===== src/rtl/mux_sel_scan.sv =====
// Registered NUM_CH-to-1 channel selector with valid/ready output, manual or round-robin scan mode.
// Optional build macro MUX_PARITY_EN adds an even-parity output registered alongside out_data.
module mux_sel_scan #(
    parameter int DATA_WIDTH = 3,
    parameter int NUM_CH     = 5,
    parameter int SEL_WIDTH  = 3,
    parameter int DWELL      = 4
) (
    input  logic                         clk,
    input  logic                         rst_n,
    input  logic                         en,
    input  logic                         mode,
    input  logic [SEL_WIDTH-1:0]         sel,
    input  logic [NUM_CH*DATA_WIDTH-1:0] data_in,
    input  logic                         out_ready,
    output logic                         out_valid,
    output logic [DATA_WIDTH-1:0]        out_data,
    output logic [SEL_WIDTH-1:0]         out_ch
`ifdef MUX_PARITY_EN
    ,
    output logic                         out_parity
`endif
);

    // Handshake: out_data/out_ch transfer on any edge where out_valid && out_ready;
    // while out_valid && !out_ready everything on the output side holds.
    localparam logic ST_MANUAL = 1'b0;
    localparam logic ST_SCAN   = 1'b1;

    localparam int                   CNT_W    = (DWELL > 1) ? $clog2(DWELL) : 1;
    localparam logic [CNT_W-1:0]     CNT_LAST = CNT_W'(DWELL - 1);
    localparam logic [SEL_WIDTH-1:0] CH_LAST  = SEL_WIDTH'(NUM_CH - 1);

    logic                  state;
    logic [SEL_WIDTH-1:0]  scan_ch;
    logic [CNT_W-1:0]      dwell_cnt;

    logic                  out_free;
    logic                  load;
    logic                  entering_scan;
    logic [SEL_WIDTH-1:0]  eff_ch;
    logic [SEL_WIDTH-1:0]  next_ch;
    logic [CNT_W-1:0]      dwell_base;
    logic [DATA_WIDTH-1:0] sel_data;

    assign out_free      = !out_valid || out_ready;
    assign load          = en && out_free;
    assign entering_scan = mode && (state == ST_MANUAL);

    // The mode input (not the registered state) decides the channel, so a load
    // on the switching edge already uses the new mode; scan entry starts at channel 0.
    always_comb begin
        eff_ch = '0;
        if (!mode) begin
            eff_ch = (sel > CH_LAST) ? CH_LAST : sel;
        end else if (!entering_scan) begin
            eff_ch = scan_ch;
        end
    end

    assign dwell_base = entering_scan ? '0 : dwell_cnt;
    assign next_ch    = (eff_ch == CH_LAST) ? '0 : eff_ch + SEL_WIDTH'(1);

    always_comb begin
        sel_data = '0;
        for (int k = 0; k < NUM_CH; k++) begin
            if (eff_ch == SEL_WIDTH'(k)) begin
                sel_data = data_in[k*DATA_WIDTH +: DATA_WIDTH];
            end
        end
    end

    always_ff @(posedge clk or negedge rst_n) begin
        if (!rst_n) begin
            state     <= ST_MANUAL;
            scan_ch   <= '0;
            dwell_cnt <= '0;
        end else begin
            state <= mode ? ST_SCAN : ST_MANUAL;
            if (mode && load) begin
                if (dwell_base == CNT_LAST) begin
                    dwell_cnt <= '0;
                    scan_ch   <= next_ch;
                end else begin
                    dwell_cnt <= dwell_base + CNT_W'(1);
                    scan_ch   <= eff_ch;
                end
            end else if (entering_scan) begin
                scan_ch   <= '0;
                dwell_cnt <= '0;
            end else if (!mode && state == ST_SCAN) begin
                dwell_cnt <= '0;
            end
        end
    end

    always_ff @(posedge clk or negedge rst_n) begin
        if (!rst_n) begin
            out_valid <= 1'b0;
            out_data  <= '0;
            out_ch    <= '0;
        end else if (load) begin
            out_valid <= 1'b1;
            out_data  <= sel_data;
            out_ch    <= eff_ch;
        end else if (out_free) begin
            out_valid <= 1'b0;
        end
    end

`ifdef MUX_PARITY_EN
    always_ff @(posedge clk or negedge rst_n) begin
        if (!rst_n) begin
            out_parity <= 1'b0;
        end else if (load) begin
            out_parity <= ^sel_data;
        end
    end
`endif

endmodule


===== config.mk =====
export PLATFORM = sky130hd
export DESIGN_NAME = mux_sel_scan
export DESIGN_NICKNAME = d
export VERILOG_FILES = /design/src/rtl/mux_sel_scan.sv
export SDC_FILE = /design/constraint.sdc
export NUM_CORES = 1
export LEC_CHECK = 0
export CAP_MARGIN = 10
export CORE_MARGIN = 5
export CORE_UTILIZATION = 40
export CTS_CLUSTER_SIZE = 10
export DETAILED_ROUTE_END_ITERATION = 16
export PLACE_DENSITY = 0.73
export SLEW_MARGIN = 25
export SYNTH_ARGS = -nofsm -noshare
export SYNTH_HDL_FRONTEND = slang
export SYNTH_SLANG_ARGS = --single-unit

===== constraint.sdc =====
create_clock -name clk -period 2.4 [get_ports clk]
set_input_delay 0.24 -clock clk [delete_from_list [all_inputs] [get_ports clk]]
set_output_delay 0.24 -clock clk [all_outputs]
set_load 0.03 [all_outputs]

==> results.tsv, run 1 <==
stage	metric	value	unit
floorplanning	die width	55.6	µm
worst_setup_path	worst path bufs/invs	2	
floorplanning	die area	0.00309	mm²
yosys	top cells by area, synth	dfrtp_1 39%, ha_1 9.0%, a21oi_1 4.8%	
global_route	initial antenna violation count	0	
layout	Antenna diodes	0	
power	Comb pwr share	35.5	%
power	Sw Share	31.7	%
clock_tree	Clock Pin Slew Worst Setup and Hold Paths	80	ps
timing	fin crit period	2150	ps
clock_tree	clock sink total	13	
timing	unrepaired setup endpoints after global routing	no	
clock_tree	root buf cell	clkbuf_4	
timing	Hold Fails Final Rpt	0	
power	maximum VDD drop	0.000377	V
power	clock share of power	22.2	%
power	Leakage	0.529	nW
place	DPL Wire Length	1660	µm
worst_setup_path	CP max stage cell	clkdlybuf4s50_1	
worst_setup_path	Worst setup startpoint	mode	
timing	Clock Skew	3.88	ps
worst_setup_path	Worst setup SP type	input port	
route	Final ANT Viol Nets	0	
power	power per cell area	505	mW/mm²
clock_tree	worst skew pair latency	280	ps
yosys	post-synthesis sequential area ratio	39.2	%
global_route	vias in the first global route	792	
route	post-DR vias/cell	5.14	
power	sequential share of power	42.4	%
place	GPL Wtd Cong	0.762	
yosys	Mean Syn Cell Area	8.84	µm²
run	max-cap violations	0	
worst_setup_path	cell repeated most along the worst path	ha_1	
yosys	Synth Cell Area	831	µm²
yosys	syn_nets	123	
route	via count	802	
power	total power	0.000607	W
yosys	YS warnings	0	
timing	Worst-Margin Slew	591	ps
worst_setup_path	crit path DAT	2340	ps
route	residual DRC count	0	
worst_setup_path	CP delay by family, top	buffers and inverters	
global_route	global-route wire length before repair	3510	µm
global_route	largest net degree at the start of global routing	14	
global_route	Total GRT Usage	14.2	%
floorplanning	die height	55.6	µm
floorplanning	row count	16	
power	switching component of the power	0.000192	W
route	Routed WL per cell	13.3	µm
clock_tree	CTS Buffer Depth	2	
worst_setup_path	Critical Path RT	2580	ps
clock_tree	CTS Buf Count	3	
worst_setup_path	crit path max fanout	6	
layout	area delta synth->final	44.7	%
layout	Fillers	192	
layout	Layout Nets	159	
clock_tree	H-tree Lvls	1	
yosys	Synth Instances	94	
place	Cells after DPL	152	
worst_setup_path	Setup crit end kind	flip-flop	
timing	Relative slew margins	60.5	%
layout	share of layout cells above drive strength 1	6.20	%
timing	Setup violations, final	0	
clock_tree	cts repair resizes	0	
yosys	Netlist cell types	27	
worst_setup_path	crit path kind	in -> reg	
floorplanning	Placeable Area	0.00196	mm²
route	drt total wl	2070	µm
floorplanning	initial cell density of the core	42.3	%
route	DR pass1 iterations	3	
clock_tree	# hold bufs at CTS	0	
layout	fin cells	156	
yosys	post-synth top area share	39.2	%
clock_tree	CTS tree	built	
worst_setup_path	crit-path cells	clkdlybuf4s50_1 > nor3b_1 > a31oi_1 > inv_1 > ha_1 > ha_1 > nor3_1 > a221oi_1 > o31ai_1	
min_path	Hold Crit Class	in -> async	
global_route	Overflow after GRT	0	
power	cell internal pwr	0.000414	W
timing	Slew Limit Fails	0	
yosys	Yosys top cell by area	dfrtp_1	
floorplanning	Top Ports	30	
worst_setup_path	max incr delay on CP	560	ps
layout	fin util	61.3	%
route	DRT iter0 DRCs	9	
yosys	synthesized flop and latch total	13	
place	I/O Buffers	29	
timing	FMAX	0.464	GHz
timing	crit share post-route	89.7	%
status	outcome	finished, final reports clean	
worst_setup_path	origin of the critical flop-to-flop path	state$_DFF_PN0_	
clock_tree	postcts setup bufs	0	
sequential cells by signal, indices dropped and copies added, names as in the netlist:
| register | count |
|---|---|
| scan_ch | 3 |
| out_ch | 3 |
| out_data | 3 |
| out_valid | 1 |
| dwell_cnt | 2 |
| state | 1 |
cell usage after synthesis, drive strengths merged:
cell type   n
ha          6
a22o        2
nand3       1
nand3b      3
nor3b       2
a21oi       8
o21ai       7
a211o       1
buf         1
nor2        7
a31oi       2
inv         5
nand2      10
and2        1
o22ai       1
a221oi      3
dfrtp      13
clkbuf      1
nand2b      3
o31a        1
nor2b       5
nor3        1
o31ai       3
o21a        2
and3        3
a32o        2
cell type report:
type / count / area, µm² / share of cell area, %
Tap cell: 27 / 33.8 / 2.81
Timing Repair Buffer: 33 / 320 / 26.6
Multi-Input combinational cell: 74 / 478 / 39.8
Sequential cell: 13 / 325 / 27.1
Clock buffer: 4 / 26.3 / 2.19
Inverter: 5 / 18.8 / 1.56
final timing paths:
path | end | slack (ps) | cells past startpoint
worst max-delay path | out_data[0]$_DFFE_PN0P_ | 250 | 9
worst min register to register | out_data[1]$_DFFE_PN0P_ | 480 | 2
min in group clk | out_data[1]$_DFFE_PN0P_ | 480 | 2
max in group asynchronous | scan_ch[1]$_DFF_PN0_ | 1680 | 1
worst max register to register | out_data[0]$_DFFE_PN0P_ | 370 | 7
worst min-delay path | out_data[0]$_DFFE_PN0P_ | 330 | 1
layer usage:
layer | part of all wire, % | wire (µm) | track usage (%)
met1 | 44 | 912 | 14.9
met2 | 48 | 987 | 25.0
met3 | 6.8 | 141 | 6.26
met4 | 1.5 | 31 | 5.21
met5 | 0 | 0 | 0
logic make-up (layout without fill, tap and decap cells):
kind of cell    after synthesis  in the layout  share of synthesized area (%)
compound gates               32             32                           26.1
fa+ha+maj                     6              6                           9.04
simple gates                 36             36                           22.4
flops                        13             13                           39.2
buf+inv                       7             42                           3.31
metrics by stage:
step	setup WS [ps]	cell area [µm²]	hold slack (ps)	setup TNS (ps)
after floorplan	445	831	-55.6	0
after global placement	105	1180	461	0
after detailed placement	-70.6	1180	467	-83.4
after CTS	235	1200	344	0
after global routing	10.1	1200	372	0
final	247	1200	329	0
layout by cell type (no fill, tap or decap), types with 3 or more instances in the layout:
| cell | netlist | final |
|---|---|---|
| o31ai_1 | 3 | 3 |
| nor2_1 | 7 | 7 |
| clkdlybuf4s50_1 | 0 | 29 |
| nand2_1 | 10 | 10 |
| ha_1 | 6 | 6 |
| dfrtp_1 | 13 | 13 |
| nand3b_1 | 3 | 3 |
| a21oi_1 | 8 | 8 |
| buf_4 | 0 | 4 |
| clkbuf_4 | 0 | 3 |
| and3_1 | 3 | 3 |
| nand2b_1 | 3 | 3 |
| inv_1 | 5 | 5 |
| nor2b_1 | 5 | 5 |
| a221oi_1 | 3 | 3 |
| o21ai_0 | 6 | 6 |
power by group through the flow:
stage	Clock (W)	Sequential [W]	Combinational, W
after floorplan	0	0.000294	0.0000818
after global placement	0	0.000260	0.000212
after detailed placement	0	0.000262	0.000217
after CTS	0.000142	0.000258	0.000217
after global routing	0.000156	0.000261	0.000234
final	0.000134	0.000257	0.000215
No activity file was read; power rests on OpenSTA's default activity.
==> inputs of run 2 (changes only) <==
--- a/config.mk
+++ b/config.mk
@@ -5,8 +5,6 @@
 export SDC_FILE = /design/constraint.sdc
 export NUM_CORES = 1
 export LEC_CHECK = 0
-export CAP_MARGIN = 10
-export CORE_MARGIN = 5
 export CORE_UTILIZATION = 40
 export CTS_CLUSTER_SIZE = 10
 export DETAILED_ROUTE_END_ITERATION = 16
@@ -15,3 +13,4 @@
 export SYNTH_ARGS = -nofsm -noshare
 export SYNTH_HDL_FRONTEND = slang
 export SYNTH_SLANG_ARGS = --single-unit
+export TNS_END_PERCENT = 20
==> run 2 against run 1 <==
Against the previous run: critical path depth decreased by 1; clock power about the same; sequential share of layout area unchanged; fmax up 2.5%; worst hold slack got worse by 1.2 ps; die area down 27%; critical endpoint is now out_data[2]$_DFFE_PN0P_.
==> results.tsv, run 2 (same netlist as run 1, synthesis figures left out) <==
stage	metric	value	unit
status	outcome	finished, final reports clean	
route	post-DR vias/cell	5.29	
clock_tree	CTS tree	built	
power	maximum VDD drop	0.000376	V
layout	Layout Nets	159	
route	via count	825	
timing	unrepaired setup endpoints after global routing	no	
timing	FMAX	0.476	GHz
global_route	met1 Resource Use GR	25.4	%
worst_setup_path	Worst setup SP type	input port	
worst_setup_path	reg-to-reg slack, setup	410	ps
power	total power	0.000604	W
floorplanning	initial cell density of the core	42.3	%
floorplanning	die height	47.6	µm
route	residual DRC count	0	
layout	share of layout cells above drive strength 1	6.20	%
global_route	vias in the first global route	686	
run	max-cap violations	0	
timing	TNS Setup	0	ps
layout	biggest regs	out_ch (3), out_data (3), scan_ch (3)	
min_path	Hold Crit Class	in -> async	
global_route	global routing usage on met2	29.3	%
worst_setup_path	crit path DAT	2280	ps
clock_tree	worst skew pair latency	280	ps
floorplanning	Placeable Area	0.00196	mm²
global_route	largest net degree at the start of global routing	14	
layout	Antenna diodes	0	
global_route	Total GRT Usage	19.2	%
route	Final ANT Viol Nets	0	
global_route	global-route wire length before repair	2920	µm
worst_setup_path	crit path kind	in -> reg	
timing	Slew Limit Fails	0	
route	DRT iter0 DRCs	16	
clock_tree	postcts setup bufs	0	
clock_tree	CTS Buf Count	3	
route	drt total wl	1870	µm
clock_tree	# hold bufs at CTS	0	
route	DR pass1 iterations	4	
floorplanning	Top Ports	30	
global_route	M3 GR Usage	7.92	%
clock_tree	cts repair resizes	0	
timing	Hold Fails Final Rpt	0	
clock_tree	CTS Buffer Depth	2	
layout	most common cell after layout, fill and taps aside	clkdlybuf4s50_1	
clock_tree	root buf cell	clkbuf_4	
power	power per cell area	502	mW/mm²
layout	most frequent cells in the layout	29 x clkdlybuf4s50_1, 13 x dfrtp_1, 10 x nand2_1	
layout	Seq. cell area	325	µm²
clock_tree	clock sink total	13	
timing	Clock Skew	5.92	ps
layout	Fillers	194	
layout	area delta synth->final	44.7	%
global_route	gr busiest metal	met2	
global_route	Overflow after GRT	0	
place	GPL Wtd Cong	0.789	
global_route	initial antenna violation count	0	
clock_tree	Clock Pin Slew Worst Setup and Hold Paths	80	ps
worst_setup_path	Setup crit end kind	flip-flop	
floorplanning	row count	16	
timing	Worst-Margin Slew	584	ps
floorplanning	die width	47.6	µm
power	Leakage	0.529	nW
floorplanning	die area	0.00226	mm²
timing	fin crit period	2100	ps
timing	Relative slew margins	60.9	%
worst_setup_path	Critical Path RT	2580	ps
timing	crit share post-route	87.5	%
worst_setup_path	crit path max fanout	11	
place	I/O Buffers	29	
route	Routed WL per cell	12.0	µm
layout	Multi-input gate area	478	µm²
place	DPL Wire Length	1520	µm
timing	Setup violations, final	0	
clock_tree	H-tree Lvls	1	
## run 2: cell counts in the layout (fill, tap and decap cells not counted)
Identical to the previous run, type by type.
## run 2: worst paths after layout
check	start	endpoint	depth (start not counted)
max	mode	out_data[2]$_DFFE_PN0P_	8
min	rst_n	out_valid$_DFFE_PN0P_	1
max reg2reg	state$_DFF_PN0_	out_data[2]$_DFFE_PN0P_	7
min reg2reg	out_ch[1]$_DFFE_PN0P_	out_ch[1]$_DFFE_PN0P_	2
max in group asynchronous	rst_n	out_data[1]$_DFFE_PN0P_	1
min in group clk	out_ch[1]$_DFFE_PN0P_	out_ch[1]$_DFFE_PN0P_	2
## run 2: layout make-up
class	instances	share of cell area, %
Multi-Input combinational cell	74	39.8
Sequential cell	13	27.1
Inverter	5	1.56
Timing Repair Buffer	33	26.6
Tap cell	27	2.81
Clock buffer	4	2.19
## run 2: power breakdown
part           total (W)  switching (W)  internal, W  leakage, nW
logic           0.000213       0.000107     0.000107        0.348
clock network   0.000134      0.0000698    0.0000645       0.0150
registers       0.000257      0.0000134     0.000243        0.167
total           0.000604       0.000190     0.000414        0.529
## run 2: worst max-delay path: stages
cell and delay [ps]:
clkdlybuf4s50_1 550, buf_4 200, and3_1 240, nor2_1 90, ha_1 240, nor3_1 330, a221oi_1 140, o31ai_1 250
## run 2: per-stage QoR
stage	utilization, %	std cells	hold slack [ps]	worst slack [ps]	area (µm²)
after global placement	59.9	152	462	101	1180
after CTS	61.3	156	331	301	1200
after global routing	61.3	156	366	38.1	1200
after floorplan	-	94	-55.6	445	831
final	61.3	156	328	299	1200
after detailed placement	59.9	152	474	2.62	1180
## run 2: layer usage
layer / up-vias / part of all wire [%]
li1: 411 / -
met5: - / 0
met1: 392 / 47
met3: 0 / 5.1
met2: 22 / 47
met4: 0 / 0
